--- config.mk ---
export PLATFORM = sky130hd
export DESIGN_NAME = hazard_stall_ctrl
export DESIGN_NICKNAME = d
export VERILOG_FILES = /design/src/rtl/pipeline_defs.sv /design/src/rtl/hazard_src_decode.sv /design/src/rtl/hazard_stall_ctrl.sv
export SDC_FILE = /design/constraint.sdc
export NUM_CORES = 1
export LEC_CHECK = 0
export ABC_CLOCK_PERIOD_IN_PS = 2400
export CAP_MARGIN = 20
export CORE_ASPECT_RATIO = 0.8
export CORE_MARGIN = 2
export CORE_UTILIZATION = 31
export CTS_CLUSTER_DIAMETER = 120
export DETAILED_ROUTE_END_ITERATION = 10
export PLACE_DENSITY = 0.8
export RECOVER_POWER = 50
export SYNTH_ARGS = -nofsm -noshare
export SYNTH_HDL_FRONTEND = slang
export SYNTH_SLANG_ARGS = --single-unit
--- constraint.sdc ---
create_clock -name clock -period 2.4 [get_ports clock]
set_input_delay 0.48 -clock clock [delete_from_list [all_inputs] [get_ports clock]]
set_output_delay 0.48 -clock clock [all_outputs]
set_load 0.02 [all_outputs]
--- src/rtl/pipeline_defs.sv ---
// Shared ISA field positions, opcode/aluop constants and the multdiv sequencer state encoding.
package pipeline_defs;

  localparam int OPC_HI   = 31;
  localparam int OPC_LO   = 27;
  localparam int RD_HI    = 26;
  localparam int RD_LO    = 22;
  localparam int RS_HI    = 21;
  localparam int RS_LO    = 17;
  localparam int RT_HI    = 16;
  localparam int RT_LO    = 12;
  localparam int ALUOP_HI = 6;
  localparam int ALUOP_LO = 2;

  localparam logic [4:0] OP_RTYPE = 5'b00000;
  localparam logic [4:0] OP_BNE   = 5'b00010;
  localparam logic [4:0] OP_JR    = 5'b00100;
  localparam logic [4:0] OP_ADDI  = 5'b00101;
  localparam logic [4:0] OP_BLT   = 5'b00110;
  localparam logic [4:0] OP_SW    = 5'b00111;
  localparam logic [4:0] OP_LW    = 5'b01000;

  localparam logic [4:0] ALU_MUL  = 5'b00110;
  localparam logic [4:0] ALU_DIV  = 5'b00111;

  // add r0,r0,r0 is the canonical bubble
  localparam logic [31:0] NOP_INSTR = 32'h0000_0000;

  typedef enum logic [1:0] {
    MD_IDLE  = 2'd0,
    MD_START = 2'd1,
    MD_WAIT  = 2'd2,
    MD_DRAIN = 2'd3
  } md_state_e;

  function automatic logic [4:0] opcode_of(input logic [31:0] instr);
    return instr[OPC_HI:OPC_LO];
  endfunction

endpackage

--- src/rtl/hazard_src_decode.sv ---
// Combinational decode of one instruction into register sources, load flag and mul/div flag.
// Zero latency; purely combinational, no flow control.
module hazard_src_decode
  import pipeline_defs::*;
(
  input  logic [31:0] instr_i,
  output logic [4:0]  rs_o,
  output logic [4:0]  rt_o,
  output logic [4:0]  rd_o,
  output logic        rs_vld_o,
  output logic        rt_vld_o,
  output logic        rd_vld_o,
  output logic        is_load_o,
  output logic        is_md_o
);

  logic [4:0] opcode;
  logic [4:0] aluop;
  logic [6:0] unused_bits;

  assign opcode      = opcode_of(instr_i);
  assign aluop       = instr_i[ALUOP_HI:ALUOP_LO];
  assign rs_o        = instr_i[RS_HI:RS_LO];
  assign rt_o        = instr_i[RT_HI:RT_LO];
  assign rd_o        = instr_i[RD_HI:RD_LO];
  assign unused_bits = {instr_i[11:7], instr_i[1:0]};

  always_comb begin
    rs_vld_o = 1'b0;
    rt_vld_o = 1'b0;
    rd_vld_o = 1'b0;
    case (opcode)
      OP_RTYPE: begin
        rs_vld_o = 1'b1;
        rt_vld_o = 1'b1;
      end
      OP_ADDI, OP_LW: begin
        rs_vld_o = 1'b1;
      end
      // stores and compare-branches read rd as a data/compare operand
      OP_SW, OP_BNE, OP_BLT: begin
        rs_vld_o = 1'b1;
        rd_vld_o = 1'b1;
      end
      OP_JR: begin
        rd_vld_o = 1'b1;
      end
      default: begin
        rs_vld_o = 1'b0;
      end
    endcase
  end

  assign is_load_o = (opcode == OP_LW);
  assign is_md_o   = (opcode == OP_RTYPE) && ((aluop == ALU_MUL) || (aluop == ALU_DIV));

endmodule

--- src/rtl/hazard_stall_ctrl.sv ---
// Load-use stall, branch flush and mul/div sequencing for the 5-stage pipe; stall/flush outputs are same-cycle.
// Optional performance counters are built when HAZARD_PERF_CNT_EN is defined.
module hazard_stall_ctrl
  import pipeline_defs::*;
#(
  parameter int MD_LATENCY = 32,
  parameter int CNT_W      = 6
) (
  input  logic        clock,
  input  logic        reset,
  input  logic [31:0] fd_instruction,
  input  logic [31:0] de_instruction,
  input  logic        branch_taken,
  input  logic        md_ready,
  input  logic        md_exception,
  output logic        pc_en,
  output logic        fd_en,
  output logic        de_en,
  output logic        em_en,
  output logic        fd_flush,
  output logic        de_bubble,
  output logic        md_start,
  output logic        md_busy,
  output logic        md_timeout
`ifdef HAZARD_PERF_CNT_EN
  ,
  output logic [31:0] lu_stall_cnt,
  output logic [31:0] md_stall_cnt,
  output logic [31:0] flush_cnt
`endif
);

  localparam logic [CNT_W-1:0] MD_LAST = CNT_W'(MD_LATENCY - 1);

  logic [4:0] fd_rs, fd_rt, fd_rd;
  logic       fd_rs_vld, fd_rt_vld, fd_rd_vld;
  logic       unused_fd_load, unused_fd_md;
  logic [4:0] unused_de_rs, unused_de_rt;
  logic       unused_de_rs_vld, unused_de_rt_vld, unused_de_rd_vld;
  logic [4:0] de_rd;
  logic       de_is_load, de_is_md;
  logic       unused_md_exception;

  hazard_src_decode u_fd_dec (
    .instr_i   (fd_instruction),
    .rs_o      (fd_rs),
    .rt_o      (fd_rt),
    .rd_o      (fd_rd),
    .rs_vld_o  (fd_rs_vld),
    .rt_vld_o  (fd_rt_vld),
    .rd_vld_o  (fd_rd_vld),
    .is_load_o (unused_fd_load),
    .is_md_o   (unused_fd_md)
  );

  hazard_src_decode u_de_dec (
    .instr_i   (de_instruction),
    .rs_o      (unused_de_rs),
    .rt_o      (unused_de_rt),
    .rd_o      (de_rd),
    .rs_vld_o  (unused_de_rs_vld),
    .rt_vld_o  (unused_de_rt_vld),
    .rd_vld_o  (unused_de_rd_vld),
    .is_load_o (de_is_load),
    .is_md_o   (de_is_md)
  );

  // md_exception rides along with md_ready for downstream use only
  assign unused_md_exception = md_exception;

  logic lu_hazard;

  assign lu_hazard = de_is_load && (de_rd != 5'd0) &&
                     ((fd_rs_vld && (fd_rs == de_rd)) ||
                      (fd_rt_vld && (fd_rt == de_rd)) ||
                      (fd_rd_vld && (fd_rd == de_rd)));

  md_state_e        state_q;
  logic [CNT_W-1:0] cnt_q;
  logic             timeout_q;
  logic             start_q;
  logic             busy_q;

  always_ff @(posedge clock or negedge reset) begin
    if (!reset) begin
      state_q   <= MD_IDLE;
      cnt_q     <= '0;
      timeout_q <= 1'b0;
      start_q   <= 1'b0;
      busy_q    <= 1'b0;
    end else begin
      case (state_q)
        MD_IDLE: begin
          if (de_is_md && !branch_taken) begin
            state_q <= MD_START;
            start_q <= 1'b1;
            busy_q  <= 1'b1;
          end
        end
        MD_START: begin
          state_q <= MD_WAIT;
          start_q <= 1'b0;
          cnt_q   <= '0;
        end
        MD_WAIT: begin
          cnt_q <= cnt_q + CNT_W'(1);
          if (md_ready) begin
            state_q <= MD_DRAIN;
            busy_q  <= 1'b0;
          end else if (cnt_q == MD_LAST) begin
            state_q   <= MD_DRAIN;
            busy_q    <= 1'b0;
            timeout_q <= 1'b1;
          end
        end
        MD_DRAIN: begin
          state_q <= MD_IDLE;
        end
        default: begin
          state_q <= MD_IDLE;
          start_q <= 1'b0;
          busy_q  <= 1'b0;
        end
      endcase
    end
  end

  // busy_q is high exactly in START and WAIT, which is when execute is frozen
  always_comb begin
    pc_en     = 1'b1;
    fd_en     = 1'b1;
    de_en     = 1'b1;
    em_en     = 1'b1;
    fd_flush  = 1'b0;
    de_bubble = 1'b0;
    if (!reset) begin
      fd_flush  = 1'b1;
      de_bubble = 1'b1;
    end else if (busy_q) begin
      pc_en = 1'b0;
      fd_en = 1'b0;
      de_en = 1'b0;
      em_en = 1'b0;
    end else if (branch_taken) begin
      fd_flush  = 1'b1;
      de_bubble = 1'b1;
    end else if (lu_hazard) begin
      pc_en     = 1'b0;
      fd_en     = 1'b0;
      de_bubble = 1'b1;
    end
  end

  assign md_start   = start_q;
  assign md_busy    = busy_q;
  assign md_timeout = timeout_q;

`ifdef HAZARD_PERF_CNT_EN
  logic [31:0] lu_cnt_q, md_cnt_q, fl_cnt_q;

  always_ff @(posedge clock or negedge reset) begin
    if (!reset) begin
      lu_cnt_q <= '0;
      md_cnt_q <= '0;
      fl_cnt_q <= '0;
    end else begin
      if (!busy_q && !branch_taken && lu_hazard) lu_cnt_q <= lu_cnt_q + 32'd1;
      if (busy_q)                                md_cnt_q <= md_cnt_q + 32'd1;
      if (!busy_q && branch_taken)               fl_cnt_q <= fl_cnt_q + 32'd1;
    end
  end

  assign lu_stall_cnt = lu_cnt_q;
  assign md_stall_cnt = md_cnt_q;
  assign flush_cnt    = fl_cnt_q;
`endif

endmodule

==> impl_metrics.yaml, run 1 <==
global_route:
  grt_pass1_wl_um: 4150
  grt_pass1_vias: 943
  grt_use_total_pct: 16.3
  antenna_found_initial: 0
  grt_max_degree: 12
  overflow: 0
synthesis:
  synth_ff_type: "dfrtp_1"
  syn-num-nets: 181
  syn_inst: 108
  synthArstFlopShare_pct: 100
  yosys_warnings: 0
  synth_seq_cells: 11
  seq_area_frac_synth_pct: 30.5
  synth.distinct_cells: 33
  avgSynthCellArea_sq_um: 8.36
  post_synth_instance_area_sq_um: 903
  synth_edf_count: 0
cts:
  clock_latency_ns: 0.27
  clockBufferDepth: 2
  clk_pin_slew_ns: 0.07
  cts-root-buf: "clkbuf_4"
  cts_tree: "built"
  clock_sink_count: 11
  h-tree-depth: 1
  numCtsBuffers: 3
place:
  dpl_worst_slack_ns: -0.762
  gp_congestion: 0.820
  dp.final_hpwl_um: 2130
  dp.cells: 198
  io_buffers: 46
  dpl-instance-area_sq_mm: 0.00146
route:
  drt-initial-drc-count: 59
  vias_per_cell: 5.09
  drc: 0
  drt_pass1_iterations: 4
  routed_wl_um: 2820
  vias: 1043
  wl_per_cell_um: 13.8
  ant_nets: 0
outcome:
  violations: "negative setup slack"
  status: "complete, but fails checks"
sta:
  fmax_mhz: 416
  drv_slew: 0
  maxSlewHeadroom_pct: 60.5
  worst_slew_pin_slew_ns: 0.593
  finalCriticalPeriod_ns: 2.40
  finClkSkew_ns: 0.000539
  fin_crit_sh_pct: 100
  setup_viol: 2
  hold_viol: 0
  finalHoldWorstSlack_ns: 0.480
  rsz0062_at_grt: "true"
  fin_ws_ns: -0.00106
setup_path:
  end_kind: "output port"
  worstPathMaxFanout: 2
  path_cells: "clkdlybuf4s50_1 > xnor2_1 > o211ai_1 > nor4_4 > a21oi_2 > a21o_1 > buf_6"
  arrival_ns: 1.92
  cpMaxStageDelayCell: "clkdlybuf4s50_1"
  reg2reg_depth: 5
  slowest_delay_ns: 0.48
  worst_ep_required_time_ns: 1.92
  cp_num_buf_inv: 2
  crit_path_start_kind: "primary input"
  criticalPathCategory: "in2out"
  critPathTopFamily: "buffers and inverters"
  path_depth: 7
layout:
  drive_gt1_share_pct: 19.2
  nets: 241
  antenna_cells: 0
  fillCellCount: 235
  syn_to_final_growth_pct: 71.9
  final_cell_area_sq_mm: 0.00155
  layout.cells.non_filler: 205
floorplanning:
  fp-row-count: 17
  die_area_sq_mm: 0.00336
  die_w_um: 64.4
  initial_core_util_pct: 32.7
  die_h_um: 52.3
  ios: 78
  coreArea_sq_mm: 0.00277
power:
  peakVddDrop_v: 0.000417
  p_leak_nw: 0.678
  powerDensity_mw_per_mm2: 607
job:
  max-cap-violations: 0
min_path:
  hold_path_depth: 2
  hold_path.class: "reg2reg"
-- metrics by stage --
| stage | total power [mW] | setup TNS, ns | util [%] |
|---|---|---|---|
| 6_report | 0.942 | -0.00176 | 56.2 |
| 3_3_place_gp | 0.796 | -2.09 | 52.9 |
| 3_5_place_dp | 0.822 | -2.21 | 52.9 |
| 5_1_grt | 1.02 | -0.154 | 56.2 |
| 2_1_floorplan | 0.598 | 0 | - |
| 4_1_cts | 0.949 | 0 | 54.8 |
-- worst paths after layout --
path	from	endpoint	slack [ns]
worst min-delay path	md_timeout	md_timeout	0.48
max in group asynchronous	reset	md_start	1.20
worst min register to register	md_timeout	md_timeout	0.48
min in group asynchronous	reset	cnt_q[3]	0.82
worst max-delay path	fd_instruction[25]	fd_en	-0.001
worst max register to register	state_q[0]	cnt_q[5]	0.70
-- worst reg2reg max path: stages, from the launching register on --
cell     delay, ns
dfrtp_1       0.37
inv_1         0.07
ha_1          0.47
nand4_1       0.20
or3_1         0.38
a21oi_1       0.14
-- power breakdown --
group / internal [mW] / switching [mW] / total [mW]
registers: 0.238 / 0.0417 / 0.280
clock network: 0.0644 / 0.0607 / 0.125
logic: 0.258 / 0.280 / 0.538
total: 0.560 / 0.382 / 0.942
-- cell usage in the layout (no fill, tap or decap), drive strengths merged, types with 2 or more instances in the layout --
| master | netlist | layout |
|---|---|---|
| clkdlybuf4s50 | 0 | 23 |
| buf | 2 | 19 |
| xnor2 | 14 | 14 |
| inv | 13 | 13 |
| dfrtp | 11 | 11 |
| dlygate4sd2 | 0 | 10 |
| o21ai | 9 | 9 |
| nand2 | 7 | 7 |
| nand3 | 6 | 6 |
| nor2 | 5 | 5 |
| dlymetal6s2s | 0 | 5 |
| a21oi | 5 | 5 |
| clkbuf | 2 | 5 |
| ha | 4 | 4 |
| nor4 | 3 | 3 |
| o22ai | 3 | 3 |
| nor2b | 3 | 3 |
| nand4 | 2 | 2 |
| mux2 | 2 | 2 |
| xor2 | 2 | 2 |
-- Yosys cell counts (2+ instances only) --
library cell | n | area [sq um]
nand4_1 | 2 | 12.5
ha_1 | 4 | 50.1
inv_1 | 13 | 48.8
xor2_1 | 2 | 17.5
o22ai_1 | 3 | 18.8
nor2b_1 | 3 | 18.8
xnor2_1 | 14 | 123
nand2_1 | 7 | 26.3
dfrtp_1 | 11 | 275
nand3_1 | 6 | 30.0
buf_4 | 2 | 15.0
mux2_2 | 2 | 22.5
nor4_1 | 2 | 12.5
a21oi_1 | 5 | 25.0
nor2_1 | 5 | 18.8
clkbuf_1 | 2 | 7.51
o21ai_0 | 9 | 45.0
-- area by class of cell --
type,instances,area [sq um],share of cell area (%)
clock buffer,4,26.3,1.69
inverter,13,48.8,3.14
multi-input combinational,80,611,39.3
sequential,11,275,17.7
tap,38,47.5,3.06
timing repair buffer,59,544,35.1
-- logic make-up (layout without fill, tap and decap cells) --
group | count (synthesis) | in the layout | share of synthesized area [%]
adders and majority gates | 4 | 4 | 5.54
xor gates and xnor gates | 16 | 16 | 15.5
muxes | 2 | 2 | 2.49
buffers and inverters | 17 | 76 | 7.89
and+or+nand+nor | 34 | 34 | 21.2
DFF | 11 | 11 | 30.5
AOI/OAI and AO/OA | 24 | 24 | 16.9
-- routing by layer --
metal / wire, um / vias to the layer above / part of all wire, % / global-route usage, %
met5: 0 / - / 0 / 0
met4: 23 / 0 / 0.81 / 1.06
met3: 339 / 8 / 12 / 6.45
met2: 1320 / 67 / 47 / 28.6
met1: 1140 / 475 / 40 / 19.7
li1: - / 493 / - / -
-- sequential cells by signal (all words and copies together), names as in the netlist --
name and cells:
state_q 2, md_timeout 1, cnt_q 6, md_busy 1, md_start 1
-- repair_timing --
item | 4_1_cts | 5_1_grt
resized for setup | 48 | 9
hold endpoints to repair | 0 | 0
setup buffers | 1 | 2
pin swaps | 9 | 8
endpoints found under the setup margin | 3 | 6
hold buffers | 0 | 0
(Power assumes the default switching activity.)
==> run 2: changes to the inputs <==
- ABC_CLOCK_PERIOD_IN_PS: 2400 -> 2500
- clock period: 2.4 -> 2.5 ns (I/O delays scaled with it)
==> run 2 against run 1 <==
The run now ends clean. Wire length down 2.1%. Die area is the same. Sequential cell count is the same. Clock skew is 0.0041 ns higher. Global-route usage is 0.88 points higher. Critical path depth stayed put. Power is 3.7% lower. First-iteration DRC count down 36%. Cell area shrank 2.2%. Clock power hardly changed. Largest cell class unchanged. Largest power group unchanged.
==> impl_metrics.yaml, run 2 (synthesis results as in run 1) <==
power:
  p_int_mw: 0.539
  power_frac_clock_pct: 13.7
  pwr-share-seq_pct: 29.6
  p_leak_nw: 0.652
  power_switching_share_pct: 40.6
  powerDensity_mw_per_mm2: 597
  pwr-share-comb_pct: 56.6
  peakVddDrop_v: 0.000455
  switchingPower_mw: 0.368
place:
  dp.final_hpwl_um: 2160
  gp_congestion: 0.821
  io_buffers: 46
  dpl_worst_slack_ns: -0.672
route:
  wl_per_cell_um: 13.5
  routed_wl_um: 2760
  vias_per_cell: 4.99
  drc: 0
  ant_nets: 0
  vias: 1018
  drt-initial-drc-count: 38
  drt_pass1_iterations: 4
floorplanning:
  ios: 78
  initial_core_util_pct: 32.7
  die_w_um: 64.4
  coreArea_sq_mm: 0.00277
  fp-row-count: 17
  die_h_um: 52.3
  die_area_sq_mm: 0.00336
layout:
  antenna_cells: 0
  largest_reg_flops: 6
  reg.largest.list: "cnt_q x6, state_q x2"
  drive_gt1_share_pct: 19.3
  fillCellCount: 250
  top_register: "cnt_q"
  mostFrequentLayoutCells: "clkdlybuf4s50_1 (29), xnor2_1 (14), inv_1 (13)"
  nets: 240
  final_util_pct: 54.9
  final_common_cell: "clkdlybuf4s50_1"
  syn_to_final_growth_pct: 68.1
cts:
  clk_pin_slew_ns: 0.07
  h-tree-depth: 1
  clock_latency_ns: 0.28
  ctsHoldBuffers: 0
  clock_sink_count: 11
  clockBufferDepth: 2
  cts-root-buf: "clkbuf_4"
  cts_tree: "built"
  numCtsBuffers: 3
setup_path:
  timing.rr.start: "cnt_q[1]"
  r2r_setup_slack_ns: 0.76
  cp_num_buf_inv: 2
  slowest_delay_ns: 0.44
  reg2reg_to: "state_q[1]"
  worst_ep_required_time_ns: 2.00
  reg2reg_depth: 6
  arrival_ns: 1.95
  critPathTopFamily: "compound AO/OA/AOI/OAI gates"
  criticalPathCategory: "in2out"
  end_kind: "output port"
  crit_path_start_kind: "primary input"
  worstPathMaxFanout: 4
  cpMaxStageDelayCell: "or4_4"
  path_cells: "clkdlybuf4s15_2 > or4_4 > o2111ai_4 > nor2b_2 > a21oi_2 > a21o_1 > buf_6"
sta:
  maxSlewHeadroom_pct: 59.9
  fmax_mhz: 407
  hold_viol: 0
  finalCriticalPeriod_ns: 2.45
  finalHoldWorstSlack_ns: 0.494
  fin_crit_sh_pct: 98.2
  worst_slew_pin_slew_ns: 0.602
  fin_ws_ns: 0.0456
  drv_slew: 0
  setup_viol: 0
  finClkSkew_ns: 0.00462
global_route:
  grt_use_total_pct: 17.1
  grt_pass1_vias: 972
  grt_pass1_wl_um: 4300
  overflow: 0
  antenna_found_initial: 0
  grt_max_degree: 12
min_path:
  worst_hold_path.endpoint: "md_timeout"
  hold_start: "md_timeout"
  hold_path.class: "reg2reg"
  hold_path_depth: 2
outcome:
  status: "finished clean"
job:
  max-cap-violations: 0
## run 2: changes by cell type in the layout (fill, tap and decap cells not counted), sizes merged
cell / before / now
clkdlybuf4s15: 0 / 1
clkbuf: 5 / 9
buf: 19 / 15
dlygate4sd3: 1 / 0
dlygate4sd2: 10 / 4
clkdlybuf4s50: 23 / 29
dlymetal6s2s: 5 / 4
## run 2: tightest hold or removal path, stage by stage (launching register included)
cell and delay, ns:
dfrtp_1 0.36, inv_1 0.05, o41ai_1 0.05
## run 2: area by class of cell
cell class                 count  area (sq um)  area share [%]
inverter                      13          48.8            3.21
tap                           38          47.5            3.13
sequential                    11           275            18.1
timing repair buffer          58           526            34.6
clock buffer                   4          26.3            1.73
multi-input combinational     80           596            39.2
## run 2: repair_timing
item | in CTS | in global routing
endpoints found under the setup margin | 3 | 3
gates resized for setup | 37 | 12
pin swaps | 8 | 8
buffers inserted | 1 | 1
## run 2: how the worst max path moves through the flow
stage | cells after the start | from | slack, ns | to
2_1_floorplan | 6 | de_instruction[23] | 0.15 | pc_en
3_3_place_gp | 7 | de_instruction[24] | -0.65 | pc_en
3_5_place_dp | 7 | de_instruction[24] | -0.67 | pc_en
6_report | 7 | de_instruction[26] | 0.05 | fd_en
4_1_cts | 7 | de_instruction[29] | 0.0003 | pc_en
5_1_grt | 7 | de_instruction[26] | -0.008 | pc_en
## run 2: power by group through the flow
stage,clock [mW],sequential [mW],combinational (mW)
6_report,0.124,0.269,0.514
5_1_grt,0.143,0.277,0.574
4_1_cts,0.129,0.270,0.523
3_5_place_dp,0,0.273,0.518
3_3_place_gp,0,0.269,0.495
2_1_floorplan,0,0.282,0.292
## run 2: per-layer routing
| layer | track usage, % | vias up | wire length (um) |
|---|---|---|---|
| met5 | 0 | - | 0 |
| met4 | 6.74 | 0 | 58 |
| met3 | 6.45 | 7 | 338 |
| met2 | 29.7 | 56 | 1290 |
| met1 | 19.3 | 465 | 1070 |
| li1 | - | 490 | - |
## run 2: metrics by stage
stage | instance area (sq um) | total power, mW | setup TNS, ns | std cells
6_report | 1520 | 0.907 | 0 | 204
2_1_floorplan | 903 | 0.574 | 0 | 108
5_1_grt | 1520 | 0.994 | -0.0164 | 204
3_5_place_dp | 1460 | 0.791 | -1.98 | 198
3_3_place_gp | 1460 | 0.764 | -1.90 | 198
4_1_cts | 1520 | 0.922 | 0 | 203
